`config.mk`:
```
export PLATFORM = sky130hd
export DESIGN_NAME = mc_control_unit_hs
export DESIGN_NICKNAME = d
export VERILOG_FILES = /design/src/rtl/ctrl_pkg.sv /design/src/rtl/mc_decode_rom.sv /design/src/rtl/mc_control_unit_hs.sv
export SDC_FILE = /design/constraint.sdc
export NUM_CORES = 1
export LEC_CHECK = 0
export CORE_MARGIN = 1.5
export CORE_UTILIZATION = 40
export DETAILED_ROUTE_END_ITERATION = 10
export PLACE_DENSITY = 0.76
export SKIP_CTS_REPAIR_TIMING = 1
export SYNTH_ARGS = -nofsm -noshare
export SYNTH_HDL_FRONTEND = slang
export SYNTH_SLANG_ARGS = --single-unit
```
`constraint.sdc`:
```
create_clock -name clk -period 2.1 [get_ports clk]
set_input_delay 0.525 -clock clk [delete_from_list [all_inputs] [get_ports clk]]
set_output_delay 0.525 -clock clk [all_outputs]
set_load 0.03 [all_outputs]
```
`src/rtl/ctrl_pkg.sv`:
```
// Shared types and constants for the multicycle RV32I control unit.
// Opcodes, FSM states, trap causes and the decode-row bundle.
package ctrl_pkg;

  localparam logic [6:0] OP_R     = 7'b0110011;
  localparam logic [6:0] OP_I     = 7'b0010011;
  localparam logic [6:0] OP_L     = 7'b0000011;
  localparam logic [6:0] OP_S     = 7'b0100011;
  localparam logic [6:0] OP_B     = 7'b1100011;
  localparam logic [6:0] OP_LUI   = 7'b0110111;
  localparam logic [6:0] OP_AUIPC = 7'b0010111;
  localparam logic [6:0] OP_JAL   = 7'b1101111;
  localparam logic [6:0] OP_JALR  = 7'b1100111;
  localparam logic [6:0] OP_SYS   = 7'b1110011;

  localparam logic [3:0] ALU_ADD = 4'b0000;

  typedef enum logic [2:0] {
    S_FETCH,
    S_DECODE,
    S_EXECUTE,
    S_MEM_ACC,
    S_WRITE_BACK,
    S_TRAP
  } state_e;

  typedef enum logic [1:0] {
    TC_NONE    = 2'b00,
    TC_ILLEGAL = 2'b01,
    TC_TIMEOUT = 2'b10,
    TC_SYSTEM  = 2'b11
  } trap_cause_e;

  typedef struct packed {
    logic [2:0] wd_src;
    logic       alu_src;
    logic [1:0] pc_src;
    logic       reg_we;
    logic [3:0] alucode;
    logic [2:0] lcode;
  } dec_row_t;

endpackage

```
`src/rtl/mc_decode_rom.sv`:
```
// Combinational opcode/funct decode into a datapath control row.
// Ports: i_opcode/i_funct3/i_bit30 in; o_row, o_illegal, o_system out.
module mc_decode_rom
  import ctrl_pkg::*;
(
  input  logic [6:0] i_opcode,
  input  logic [2:0] i_funct3,
  input  logic       i_bit30,
  output dec_row_t   o_row,
  output logic       o_illegal,
  output logic       o_system
);

  logic w_shift;
  assign w_shift = (i_funct3 == 3'b001) ||
                   (i_funct3 == 3'b101);

  always_comb begin
    o_row     = '0;
    o_illegal = 1'b0;
    o_system  = 1'b0;
    unique case (i_opcode)
      OP_R: o_row = '{3'b000, 1'b0, 2'b00, 1'b1,
                      {i_bit30, i_funct3}, 3'b000};
      // only shifts use bit 30 as SRA/SRL select
      OP_I: o_row = '{3'b000, 1'b1, 2'b00, 1'b1,
                      {i_bit30 & w_shift, i_funct3},
                      3'b000};
      OP_L: o_row = '{3'b001, 1'b1, 2'b00, 1'b1,
                      ALU_ADD, i_funct3};
      OP_S: o_row = '{3'b000, 1'b1, 2'b00, 1'b0,
                      ALU_ADD, i_funct3};
      OP_B: o_row = '{3'b000, 1'b0, 2'b01, 1'b0,
                      {1'b0, i_funct3}, 3'b000};
      OP_LUI: o_row = '{3'b010, 1'b1, 2'b00, 1'b1,
                        4'b0000, 3'b000};
      OP_AUIPC: o_row = '{3'b011, 1'b1, 2'b00, 1'b1,
                          4'b0000, 3'b000};
      OP_JAL: o_row = '{3'b100, 1'b1, 2'b10, 1'b1,
                        4'b0000, 3'b000};
      OP_JALR: o_row = '{3'b100, 1'b1, 2'b11, 1'b1,
                         4'b0000, 3'b000};
      OP_SYS: o_system = 1'b1;
      default: o_illegal = 1'b1;
    endcase
  end

endmodule

```
`src/rtl/mc_control_unit_hs.sv`:
```
// Multicycle RV32I control FSM with imem/dmem handshakes, wait timeout,
// trap state and retired-instruction counter.
// In: clk, rst, instr_code, imem_ready, dmem_ready, trap_clr.
// Out: imem_req, ir_we, dmem_req, dataWe, regFileWe, alucode, Lcode,
//   wdSrcMuxSel, aluSrcMuxSel, pcSrcMuxSel, pcen, trap, trap_cause, instret.
module mc_control_unit_hs
  import ctrl_pkg::*;
#(
  parameter int MEM_TIMEOUT = 16,
  parameter int CNT_W       = 32
) (
  input  logic             clk,
  input  logic             rst,
  input  logic [31:0]      instr_code,
  input  logic             imem_ready,
  input  logic             dmem_ready,
  input  logic             trap_clr,
  output logic             imem_req,
  output logic             ir_we,
  output logic             dmem_req,
  output logic             dataWe,
  output logic             regFileWe,
  output logic [3:0]       alucode,
  output logic [2:0]       Lcode,
  output logic [2:0]       wdSrcMuxSel,
  output logic             aluSrcMuxSel,
  output logic [1:0]       pcSrcMuxSel,
  output logic             pcen,
  output logic             trap,
  output logic [1:0]       trap_cause,
  output logic [CNT_W-1:0] instret
);

  localparam int TW = (MEM_TIMEOUT > 1) ?
                      $clog2(MEM_TIMEOUT) : 1;

  state_e           r_state, w_next;
  trap_cause_e      r_cause, w_cause;
  logic [TW-1:0]    r_wait;
  logic [CNT_W-1:0] r_instret;

  dec_row_t w_row;
  logic     w_ill, w_sys;
  logic     w_ld, w_st, w_mem;
  logic     w_waiting, w_tmo;
  logic     w_unused;

  mc_decode_rom u_rom (
    .i_opcode  (instr_code[6:0]),
    .i_funct3  (instr_code[14:12]),
    .i_bit30   (instr_code[30]),
    .o_row     (w_row),
    .o_illegal (w_ill),
    .o_system  (w_sys)
  );

  assign w_unused = ^{instr_code[31],
                      instr_code[29:15],
                      instr_code[11:7]};

  assign w_ld  = (instr_code[6:0] == OP_L);
  assign w_st  = (instr_code[6:0] == OP_S);
  assign w_mem = w_ld | w_st;

  // a handshake state with its ready low this cycle
  assign w_waiting =
    ((r_state == S_FETCH)   && !imem_ready) ||
    ((r_state == S_MEM_ACC) && !dmem_ready);

  assign w_tmo = (MEM_TIMEOUT != 0) && w_waiting &&
                 (r_wait == TW'(MEM_TIMEOUT - 1));

  always_comb begin
    w_next  = r_state;
    w_cause = TC_NONE;
    unique case (r_state)
      S_FETCH: begin
        if (imem_ready) begin
          w_next = S_DECODE;
        end else if (w_tmo) begin
          w_next  = S_TRAP;
          w_cause = TC_TIMEOUT;
        end
      end
      S_DECODE: begin
        if (w_sys) begin
          w_next  = S_TRAP;
          w_cause = TC_SYSTEM;
        end else if (w_ill) begin
          w_next  = S_TRAP;
          w_cause = TC_ILLEGAL;
        end else begin
          w_next = S_EXECUTE;
        end
      end
      S_EXECUTE:
        w_next = w_mem ? S_MEM_ACC : S_FETCH;
      S_MEM_ACC: begin
        if (dmem_ready) begin
          w_next = w_ld ? S_WRITE_BACK : S_FETCH;
        end else if (w_tmo) begin
          w_next  = S_TRAP;
          w_cause = TC_TIMEOUT;
        end
      end
      S_WRITE_BACK: w_next = S_FETCH;
      S_TRAP: if (trap_clr) w_next = S_FETCH;
      default: w_next = S_FETCH;
    endcase
  end

  always_comb begin
    imem_req     = 1'b0;
    ir_we        = 1'b0;
    dmem_req     = 1'b0;
    dataWe       = 1'b0;
    regFileWe    = 1'b0;
    alucode      = '0;
    Lcode        = '0;
    wdSrcMuxSel  = '0;
    aluSrcMuxSel = 1'b0;
    pcSrcMuxSel  = '0;
    pcen         = 1'b0;
    trap         = 1'b0;
    unique case (r_state)
      S_FETCH: begin
        imem_req = 1'b1;
        ir_we    = imem_ready;
      end
      S_EXECUTE: begin
        wdSrcMuxSel  = w_row.wd_src;
        aluSrcMuxSel = w_row.alu_src;
        pcSrcMuxSel  = w_row.pc_src;
        alucode      = w_row.alucode;
        Lcode        = w_row.lcode;
        regFileWe    = w_row.reg_we & ~w_mem;
        pcen         = ~w_mem;
      end
      S_MEM_ACC: begin
        dmem_req     = 1'b1;
        alucode      = w_row.alucode;
        aluSrcMuxSel = w_row.alu_src;
        Lcode        = w_row.lcode;
        dataWe       = w_st;
        pcen         = w_st & dmem_ready;
      end
      S_WRITE_BACK: begin
        wdSrcMuxSel  = w_row.wd_src;
        aluSrcMuxSel = w_row.alu_src;
        pcSrcMuxSel  = w_row.pc_src;
        alucode      = w_row.alucode;
        Lcode        = w_row.lcode;
        regFileWe    = 1'b1;
        pcen         = 1'b1;
      end
      S_TRAP: trap = 1'b1;
      default: ;
    endcase
  end

  always_ff @(posedge clk) begin
    if (rst) begin
      r_state   <= S_FETCH;
      r_cause   <= TC_NONE;
      r_wait    <= '0;
      r_instret <= '0;
    end else begin
      r_state <= w_next;
      // clears on any state change, so entry always starts at 0
      if (w_waiting && (w_next == r_state))
        r_wait <= r_wait + TW'(1);
      else
        r_wait <= '0;
      if ((w_next == S_TRAP) && (r_state != S_TRAP))
        r_cause <= w_cause;
      else if ((r_state == S_TRAP) && trap_clr)
        r_cause <= TC_NONE;
      if (pcen)
        r_instret <= r_instret + CNT_W'(1);
    end
  end

  assign trap_cause = r_cause;
  assign instret    = r_instret;

endmodule

```
==> impl_metrics.env <==
export IMPL_status="complete, but fails checks"
export IMPL_violations="negative setup slack"
export IMPL_vias=2560
export IMPL_fmax_mhz=426
export IMPL_hold_path_class="reg -> reg"
export IMPL_drt_iter0_drc=118
export IMPL_synth_avg_cell_area_um2=8.03
export IMPL_synth_top_cell_by_area="dfxtp_1"
export IMPL_fill_cells=419
export IMPL_cts_buffers=5
export IMPL_drt_total_wl_mm=7.28
export IMPL_power_density_mw_per_mm2=463
export IMPL_clock_latency_ns=0.31
export IMPL_floorplan_rows=27
export IMPL_antenna_found_initial=0
export IMPL_endpoint_kind="primary output"
export IMPL_ys_ff_latch=41
export IMPL_syn_to_final_growth_pct=66.3
export IMPL_fin_crit_ns=2.35
export IMPL_ys_top_cells_by_area="dfxtp_1 35%, xnor2_1 9.3%, nor2_1 8.1%"
export IMPL_worst_r2r_setup_slack_ns=0.11
export IMPL_syn_inst=293
export IMPL_io_pins=91
export IMPL_setup_viol=11
export IMPL_place_detailed_hpwl_mm=4.81
export IMPL_synth_seq_area_share=0.349
export IMPL_period_share=1.12
export IMPL_grt_pass1_wl_mm=10.6
export IMPL_synth_top_area_frac=0.349
export IMPL_port_buffers=69
export IMPL_initial_utilization=0.420
export IMPL_slew_headroom=0.638
export IMPL_fp_dieW_um=79.7
export IMPL_dr_pass1_iters=4
export IMPL_required_ns=1.57
export IMPL_final_core_util=0.698
export IMPL_syn_nets=332
export IMPL_startpoint_type="input pin"
export IMPL_clock_skew_ns=0.0105
export IMPL_ys_flop_type="dfxtp_1"
export IMPL_hold_viol_final=0
export IMPL_nNetsFinal=449
export IMPL_worst_slack_ns=-0.249
export IMPL_viasPerCell=5.30
export IMPL_final_layout_size_suffix_gt1_frac=0.331
export IMPL_critical_path_class="in -> out"
export IMPL_gr_total_overflow=0
export IMPL_drv_slew=0
export IMPL_drtAntennaViolNets=0
export IMPL_async_flop_share=0
export IMPL_die_h_um=79.7
export IMPL_wl_per_cell_um=15.1
export IMPL_rsz0062_at_grt="true"
export IMPL_yosys_cell_count_top_type="nor2_1"
export IMPL_cts_root_buf="clkbuf_8"
export IMPL_p_leak_nw=1.54
export IMPL_cap_viol_max_count=0
export IMPL_synth_edf_count=0
export IMPL_crit_fanout=3
export IMPL_vdd_ir_drop_max_uv=370
export IMPL_tightest_slew_ns=0.543
export IMPL_cts_tree="yes"
export IMPL_h_tree_depth=2
export IMPL_grt_usage=0.212
export IMPL_grt_max_degree=36
export IMPL_ys_warn_count=0
export IMPL_gp_congestion=0.909
export IMPL_synthTopCellsByCount="51 x nor2_1, 41 x dfxtp_1, 25 x xnor2_1, 20 x nand2_1, 15 x inv_1"
export IMPL_timing_setup_tns_ns=-1.32
export IMPL_clk_pin_slew_ns=0.08
export IMPL_grt_pass1_vias=2258
export IMPL_drc_errors=0
export IMPL_die_area_mm2=0.00635
export IMPL_worstPathArrival_ns=1.82
export IMPL_cts_buffer_depth=2
export IMPL_diodes=0
export IMPL_cts_sinks=41
export IMPL_ys_types=47
export IMPL_synth_area_mm2=0.00235
export IMPL_core_mm2=0.00561
==> logic make-up (layout without fill, tap and decap cells) <==
family / count (synthesis) / in the layout / share of synthesized area
AOI/OAI and AO/OA: 38 / 39 / 0.121
xor gates and xnor gates: 32 / 32 / 0.119
adders and majority gates: 2 / 2 / 0.0106
buffers and inverters: 31 / 148 / 0.0558
DFF: 41 / 41 / 0.349
muxes: 1 / 1 / 0.00425
and+or+nand+nor: 148 / 148 / 0.340
==> final timing paths <==
kind	start	to	cells past startpoint
max	instr_code[4]	regFileWe	6
min	r_wait[0]	r_wait[0]	1
max reg2reg	r_state[1]	trap_cause[0]	7
min reg2reg	r_wait[0]	r_wait[0]	1
==> final cells by class <==
type                    instances  area, um2  area share
inverters                      15       56.3      0.0144
multi-input cells             222       1660       0.424
well taps                      72       90.1      0.0230
clock buffers                   5       68.8      0.0176
flip-flops and latches         41        826       0.211
clock inverters                 3       46.3      0.0118
repair buffers                125       1170       0.299
==> power breakdown <==
part | switching, mW | internal (mW) | total (mW)
Clock | 0.300 | 0.356 | 0.656
Sequential | 0.0187 | 0.789 | 0.808
Combinational | 0.180 | 0.169 | 0.348
==> registers in the layout, indices dropped and copies added, names as in the netlist <==
name / cells
instret: 32
r_state: 3
r_wait: 4
trap_cause: 2
==> layout by cell type (no fill, tap or decap), types with 4 or more instances in the layout <==
cell type,count
o21ai_0,8
dfxtp_2,4
nand4_1,5
clkbuf_8,5
dlymetal6s2s_1,7
inv_1,14
nor2_1,47
and2_1,4
nor3_1,4
nor4_4,4
nand2_1,18
buf_6,22
xnor2_1,24
and3_1,7
or3_1,5
a21oi_1,7
xor2_1,7
clkdlybuf4s50_1,37
nand3_1,9
buf_4,55
dfxtp_1,37
nor4_1,7
nor3_2,5
==> per-layer routing <==
metal	track usage	vias up	routed length, um
met4	0.0632	0	31
met1	0.280	1222	3140
met5	0	-	0
met3	0.0400	2	334
li1	-	1257	-
met2	0.347	79	3770
==> stage by stage <==
step                      hold slack [ns]  cell area [um2]  total power [mW]  worst slack, ns  std cells
final                               0.460             3910              1.81           -0.249        483
after global placement              0.433             3490              1.11           -0.604        467
after detailed placement            0.437             3490              1.12           -0.619        467
after CTS                           0.461             3610              1.77           -0.623        475
after global routing                0.484             3910              1.88           -0.257        483
after floorplan                     0.418             2490             0.978           -0.197        293
==> worst max-delay path: stages <==
cell and delay (ns):
buf_8 0.10, nand3b_1 0.17, or2_4 0.27, a2111o_1 0.45, a21oi_4 0.16, buf_6 0.14
No activity file was read; power rests on OpenSTA's default activity.
